===== config.mk =====
export PLATFORM = sky130hd
export DESIGN_NAME = branch_phase_ctrl
export DESIGN_NICKNAME = d
export VERILOG_FILES = /design/src/rtl/branch_phase_ctrl.sv
export SDC_FILE = /design/constraint.sdc
export NUM_CORES = 1
export LEC_CHECK = 0
export ABC_AREA = 1
export CAP_MARGIN = 20
export CORE_MARGIN = 2
export CORE_UTILIZATION = 45
export CTS_CLUSTER_DIAMETER = 150
export DETAILED_ROUTE_END_ITERATION = 8
export GPL_TIMING_DRIVEN = 0
export PLACE_DENSITY_LB_ADDON = 0.08
export SYNTH_ARGS = -nofsm -noshare
export SYNTH_HDL_FRONTEND = slang
export SYNTH_SLANG_ARGS = --single-unit

===== constraint.sdc =====
create_clock -name clock -period 1.74 [get_ports clock]
set_input_delay 0.261 -clock clock [delete_from_list [all_inputs] [get_ports clock]]
set_output_delay 0.261 -clock clock [all_outputs]
set_load 0.05 [all_outputs]

===== src/rtl/branch_phase_ctrl.sv =====
// branch_phase_ctrl
// Instruction phase sequencer and branch resolver for the multi-cycle core.
// A free-running 3-bit phase counter walks every datapath block through one
// instruction. ALU condition flags are latched in FLAG_PHASE. The conditional
// jump is resolved in BR_PHASE against those registered flags. The jump request
// and target are then held for the whole of LAST_PHASE so the program counter
// can sample them. A halt decoded in BR_PHASE is deferred to the end of the
// instruction, so a jump in the same instruction is still taken.
// All outputs are registered, so there is no combinational input-to-output path.

module branch_phase_ctrl #(
    parameter logic [2:0] LAST_PHASE = 3'd5,
    parameter logic [2:0] FLAG_PHASE = 3'd3,
    parameter logic [2:0] BR_PHASE   = 3'd4
) (
    input  logic        clock,
    input  logic        rst,
    input  logic        run,
    input  logic        stall,
    input  logic        halt_req,
    input  logic [2:0]  br_type,
    input  logic [7:0]  disp,
    input  logic [15:0] pc_in,
    input  logic        flag_we,
    input  logic        alu_s,
    input  logic        alu_z,
    input  logic        alu_c,
    input  logic        alu_v,
    output logic [2:0]  phase,
    output logic        j_flag,
    output logic [15:0] j_addr,
    output logic [3:0]  flags,
    output logic        running,
    output logic        halted
);

    // ------------------------------------------------------------------
    // Controller states
    // ------------------------------------------------------------------
    typedef enum logic [1:0] {
        ST_IDLE = 2'd0,
        ST_RUN  = 2'd1,
        ST_HALT = 2'd2
    } state_t;

    // Branch condition encodings carried by br_type
    localparam logic [2:0] BR_NEVER  = 3'b000;
    localparam logic [2:0] BR_ALWAYS = 3'b001;
    localparam logic [2:0] BR_EQ     = 3'b010;
    localparam logic [2:0] BR_LT     = 3'b011;
    localparam logic [2:0] BR_LE     = 3'b100;
    localparam logic [2:0] BR_NE     = 3'b101;
    localparam logic [2:0] BR_CS     = 3'b110;
    localparam logic [2:0] BR_RSVD   = 3'b111;

    // Bit positions inside the packed {S,Z,C,V} flag word
    localparam int FLAG_S = 3;
    localparam int FLAG_Z = 2;
    localparam int FLAG_C = 1;
    localparam int FLAG_V = 0;

    // ------------------------------------------------------------------
    // State registers and their next-state values
    // ------------------------------------------------------------------
    state_t      state_q,        state_d;
    logic [2:0]  phase_q,        phase_d;
    logic        j_flag_q,       j_flag_d;
    logic [15:0] j_addr_q,       j_addr_d;
    logic [3:0]  flags_q,        flags_d;
    logic        halt_pending_q, halt_pending_d;

    // ------------------------------------------------------------------
    // Helper decode
    // ------------------------------------------------------------------
    logic        in_run;
    logic        at_flag_phase;
    logic        at_br_phase;
    logic        at_last_phase;
    logic [2:0]  phase_inc;
    logic [15:0] disp_sext;
    logic [15:0] target_addr;
    logic        cond_taken;
    logic        s_xor_v;

    assign in_run        = (state_q == ST_RUN);
    assign at_flag_phase = (phase_q == FLAG_PHASE);
    assign at_br_phase   = (phase_q == BR_PHASE);
    assign at_last_phase = (phase_q == LAST_PHASE);

    // Phase wraps back to 0 after the final phase of an instruction.
    assign phase_inc = at_last_phase ? 3'd0 : (phase_q + 3'd1);

    // Jump target: PC plus the sign-extended byte displacement. The sum is
    // 16 bits wide on purpose; wrap-around past 16'hFFFF is legal and the
    // carry-out is simply dropped.
    assign disp_sext   = {{8{disp[7]}}, disp};
    assign target_addr = pc_in + disp_sext;

    // Signed less-than uses the registered flags, never the live ALU outputs.
    assign s_xor_v = flags_q[FLAG_S] ^ flags_q[FLAG_V];

    // Condition evaluation for the selected branch type.
    always_comb begin
        cond_taken = 1'b0;
        case (br_type)
            BR_NEVER:  cond_taken = 1'b0;
            BR_ALWAYS: cond_taken = 1'b1;
            BR_EQ:     cond_taken = flags_q[FLAG_Z];
            BR_LT:     cond_taken = s_xor_v;
            BR_LE:     cond_taken = flags_q[FLAG_Z] | s_xor_v;
            BR_NE:     cond_taken = ~flags_q[FLAG_Z];
            BR_CS:     cond_taken = flags_q[FLAG_C];
            BR_RSVD:   cond_taken = 1'b0;
            default:   cond_taken = 1'b0;
        endcase
    end

    // ------------------------------------------------------------------
    // Next-state logic: every register holds by default, and a stalled
    // cycle leaves all of them untouched. This includes the state
    // transition, so a run pulse that arrives during a stall is dropped.
    // ------------------------------------------------------------------
    always_comb begin
        state_d        = state_q;
        phase_d        = phase_q;
        j_flag_d       = j_flag_q;
        j_addr_d       = j_addr_q;
        flags_d        = flags_q;
        halt_pending_d = halt_pending_q;

        if (!stall) begin
            case (state_q)
                ST_IDLE, ST_HALT: begin
                    // Parked: the phase sits at 0 and no jump is requested.
                    // run starts a fresh instruction at phase 0.
                    phase_d  = 3'd0;
                    j_flag_d = 1'b0;
                    if (run) begin
                        state_d = ST_RUN;
                    end
                end

                ST_RUN: begin
                    phase_d = phase_inc;

                    // Capture the flags only when the instruction writes
                    // them. Otherwise they persist across instructions.
                    if (at_flag_phase && flag_we) begin
                        flags_d = {alu_s, alu_z, alu_c, alu_v};
                    end

                    // Resolve the branch and note any halt. The halt waits
                    // until the end of the instruction so a jump in the same
                    // instruction still reaches the PC.
                    if (at_br_phase) begin
                        j_addr_d       = target_addr;
                        j_flag_d       = cond_taken;
                        halt_pending_d = halt_req;
                    end

                    // Leaving the final phase: drop the jump request. The
                    // target address keeps its last value.
                    if (at_last_phase) begin
                        j_flag_d = 1'b0;
                        if (halt_pending_q) begin
                            state_d        = ST_HALT;
                            phase_d        = 3'd0;
                            halt_pending_d = 1'b0;
                        end
                    end
                end

                default: begin
                    // Unreachable encoding: recover to a clean idle state.
                    state_d        = ST_IDLE;
                    phase_d        = 3'd0;
                    j_flag_d       = 1'b0;
                    halt_pending_d = 1'b0;
                end
            endcase
        end
    end

    // ------------------------------------------------------------------
    // State register with asynchronous reset. Reset clears every output
    // at once, even in the middle of an instruction.
    // ------------------------------------------------------------------
    always_ff @(posedge clock or posedge rst) begin
        if (rst) begin
            state_q        <= ST_IDLE;
            phase_q        <= 3'd0;
            j_flag_q       <= 1'b0;
            j_addr_q       <= 16'd0;
            flags_q        <= 4'd0;
            halt_pending_q <= 1'b0;
        end else begin
            state_q        <= state_d;
            phase_q        <= phase_d;
            j_flag_q       <= j_flag_d;
            j_addr_q       <= j_addr_d;
            flags_q        <= flags_d;
            halt_pending_q <= halt_pending_d;
        end
    end

    // ------------------------------------------------------------------
    // Outputs come straight from registers or from decoding the state
    // register.
    // ------------------------------------------------------------------
    assign phase   = phase_q;
    assign j_flag  = j_flag_q;
    assign j_addr  = j_addr_q;
    assign flags   = flags_q;
    assign running = (state_q == ST_RUN);
    assign halted  = (state_q == ST_HALT);

endmodule


==> flow_summary.ini <==
[status]
status = complete, no violations

[cts]
cts_root_buf = clkbuf_8
cts_tree = done
insertion_delay_ps = 270
cts_buffers = 3
clockBufferDepth = 2
holdBufCountCts = 0
ctsHtreeMaxLevel = 1
clk_pin_slew_ps = 90
clock_sinks = 27

[cells_and_area]
drive_gt1_share_pct = 11.7
fin_cells = 429
post-route-util_pct = 67.8
design_area_um2 = 2990
final_common_cell = nand2_1
n_fill_cell = 394
fin_nets = 432
mostFrequentLayoutCells = 114 x nand2_1, 46 x inv_1, 45 x clkdlybuf4s50_1
syn_to_final_growth_pct = 43.9
diodes = 0

[timing]
timing.slew.headroom_pct = 64.6
fmax_ghz = 0.586
period_share_pct = 98.0
setup_tns_ps = 0
tightest_slew_ps = 530
setup_viol = 0
drv_slew = 0
finalHoldViolations = 0
period_needed_ps = 1710
skew_ps = 2.10

[power_and_ir_drop]
total_leakage_power_nw = 1.68
power.total_mw = 3.70
ir_drop_mv = 0.520
power_density_nw_per_um2 = 1240

[die]
fp.dieArea_um2 = 5180
dieHeight_um = 72
coreArea_um2 = 4410
rows = 24
ios = 63
die_x_um = 72
start_util_pct = 47.1

[routing]
wl_per_cell_um = 11.5
vias = 2082
remaining_drc_errors = 0
vias_per_cell = 4.85
final_antenna_net_count = 0
wl_um = 4920
drt_iter0_drc = 59
firstDrtPassIters = 4

[logic_synthesis]
ys_warn_count = 0
syn_inst = 306
synth.distinct_cells = 25
syn_area_um2 = 2080
yosysSeqAreaShare_pct = 32.5
syn_nets = 360
synth_area_per_cell_um2 = 6.80
ys_ff_latch = 27

[grt]
gr-total-overflow = 0
gr-usage-all-layers_pct = 20.1
grt_pass1_wl_um = 8490
grt_max_degree = 28
grt_pass1_vias = 2046
antenna_found_initial = 0

[worst_setup_path]
criticalPathCategory = reg2out
crit_family = buffers and inverters
cp_data_arrival_time_ps = 1440
crit_start = j_addr[14]
worst-path-buf-inv = 1
worst-path-max-fanout = 2
crit_slowest_cell = clkdlybuf4s50_1
reg2reg_from = state_q[0]
max_stage_delay_ps = 820
worstPathCellList = clkdlybuf4s50_1
start_kind = flop
required_ps = 1480
endpoint_kind = primary output

[placed_design]
gp_congestion = 0.889
placed_area_um2 = 2770
numPortBuffers = 62
dp.cells = 420
dp_hpwl_um = 3720

[hold_path]
hold_path_class = in2async

[run]
maxCapViolations = 0
==> per-layer routing <==
metal | up-vias | global-route usage [%] | share of wire, %
li1 | 1103 | - | -
met1 | 914 | 24.4 | 45
met2 | 56 | 36.5 | 49
met3 | 9 | 2.50 | 4.4
met4 | 0 | 7.34 | 1.9
met5 | - | 0 | 0
==> sequential cells by signal, summed over array words and instances, names as in the netlist <==
register,cells
j_addr,16
flags,4
phase,3
state_q,2
halt_pending_q,1
j_flag,1
==> synth_stat cells <==
library cell | count | area share (%)
nand3_1 | 23 | 5.5
xor2_1 | 3 | 1.3
a21oi_1 | 12 | 2.9
buf_6 | 1 | 0.54
nor2_4 | 3 | 1.6
nand3b_1 | 4 | 1.4
fa_1 | 1 | 0.96
o22ai_1 | 2 | 0.60
inv_2 | 4 | 0.72
nand4_1 | 1 | 0.30
nor2_1 | 16 | 2.9
ha_1 | 16 | 9.6
nand2_1 | 118 | 21
and2_1 | 2 | 0.60
inv_1 | 46 | 8.3
o21ai_1 | 1 | 0.24
buf_2 | 2 | 0.48
dfrtp_1 | 27 | 32
mux2_2 | 4 | 2.2
xnor2_1 | 4 | 1.7
or2_2 | 4 | 1.2
a21oi_2 | 1 | 0.42
nor3_1 | 3 | 0.72
o21ai_0 | 7 | 1.7
o31ai_1 | 1 | 0.36
==> final timing paths <==
path | end | slack, ps | cells past startpoint
max | j_addr[14] | 30 | 1
min | state_q[0] | 300 | 2
max reg2reg | j_addr[10] | 240 | 9
min reg2reg | j_addr[0] | 480 | 2
max in group asynchronous | flags[2] | 1000 | 3
min in group clock | j_addr[0] | 360 | 4
==> power breakdown <==
part           switching [mW]  total, mW  internal [mW]
logic                    1.51       2.30          0.794
clock network           0.184      0.348          0.164
registers               0.168       1.06          0.887
total                    1.86       3.70           1.85
==> stage by stage <==
step / worst slack, ps / hold WS (ps)
after global placement: -434 / 462
after CTS: 0.802 / 467
final: 34.9 / 298
after global routing: -2.86 / 362
after detailed placement: -471 / 463
after floorplan: 137 / 314
==> repair_timing <==
action	4_1_cts	5_1_grt
setup endpoints to repair	15	20
endpoints found under the hold margin	0	0
pin swaps	4	6
buffers inserted	3	1
gates resized for setup	14	26
==> final cells by class <==
cell class | count | area [µm²] | area share (%)
buffer | 3 | 21.3 | 0.710
clock buffer | 4 | 45.0 | 1.50
inverter | 50 | 188 | 6.27
multi-input combinational | 226 | 1310 | 43.7
sequential | 27 | 676 | 22.6
tap | 52 | 65.1 | 2.17
timing repair buffer | 67 | 692 | 23.1
==> kinds of logic (layout without fill, tap and decap cells) <==
kind of cell	after synthesis	count (layout)	synth area share, %
multiplexers	4	4	2.16
adder cells (fa/ha/maj)	17	17	10.6
XOR/XNOR	7	7	2.95
AO/OA/AOI/OAI	24	24	6.19
buffers and inverters	53	124	10.0
AND/OR/NAND/NOR	174	174	35.6
flip-flops	27	27	32.5
No activity file was read; power rests on OpenSTA's default activity.
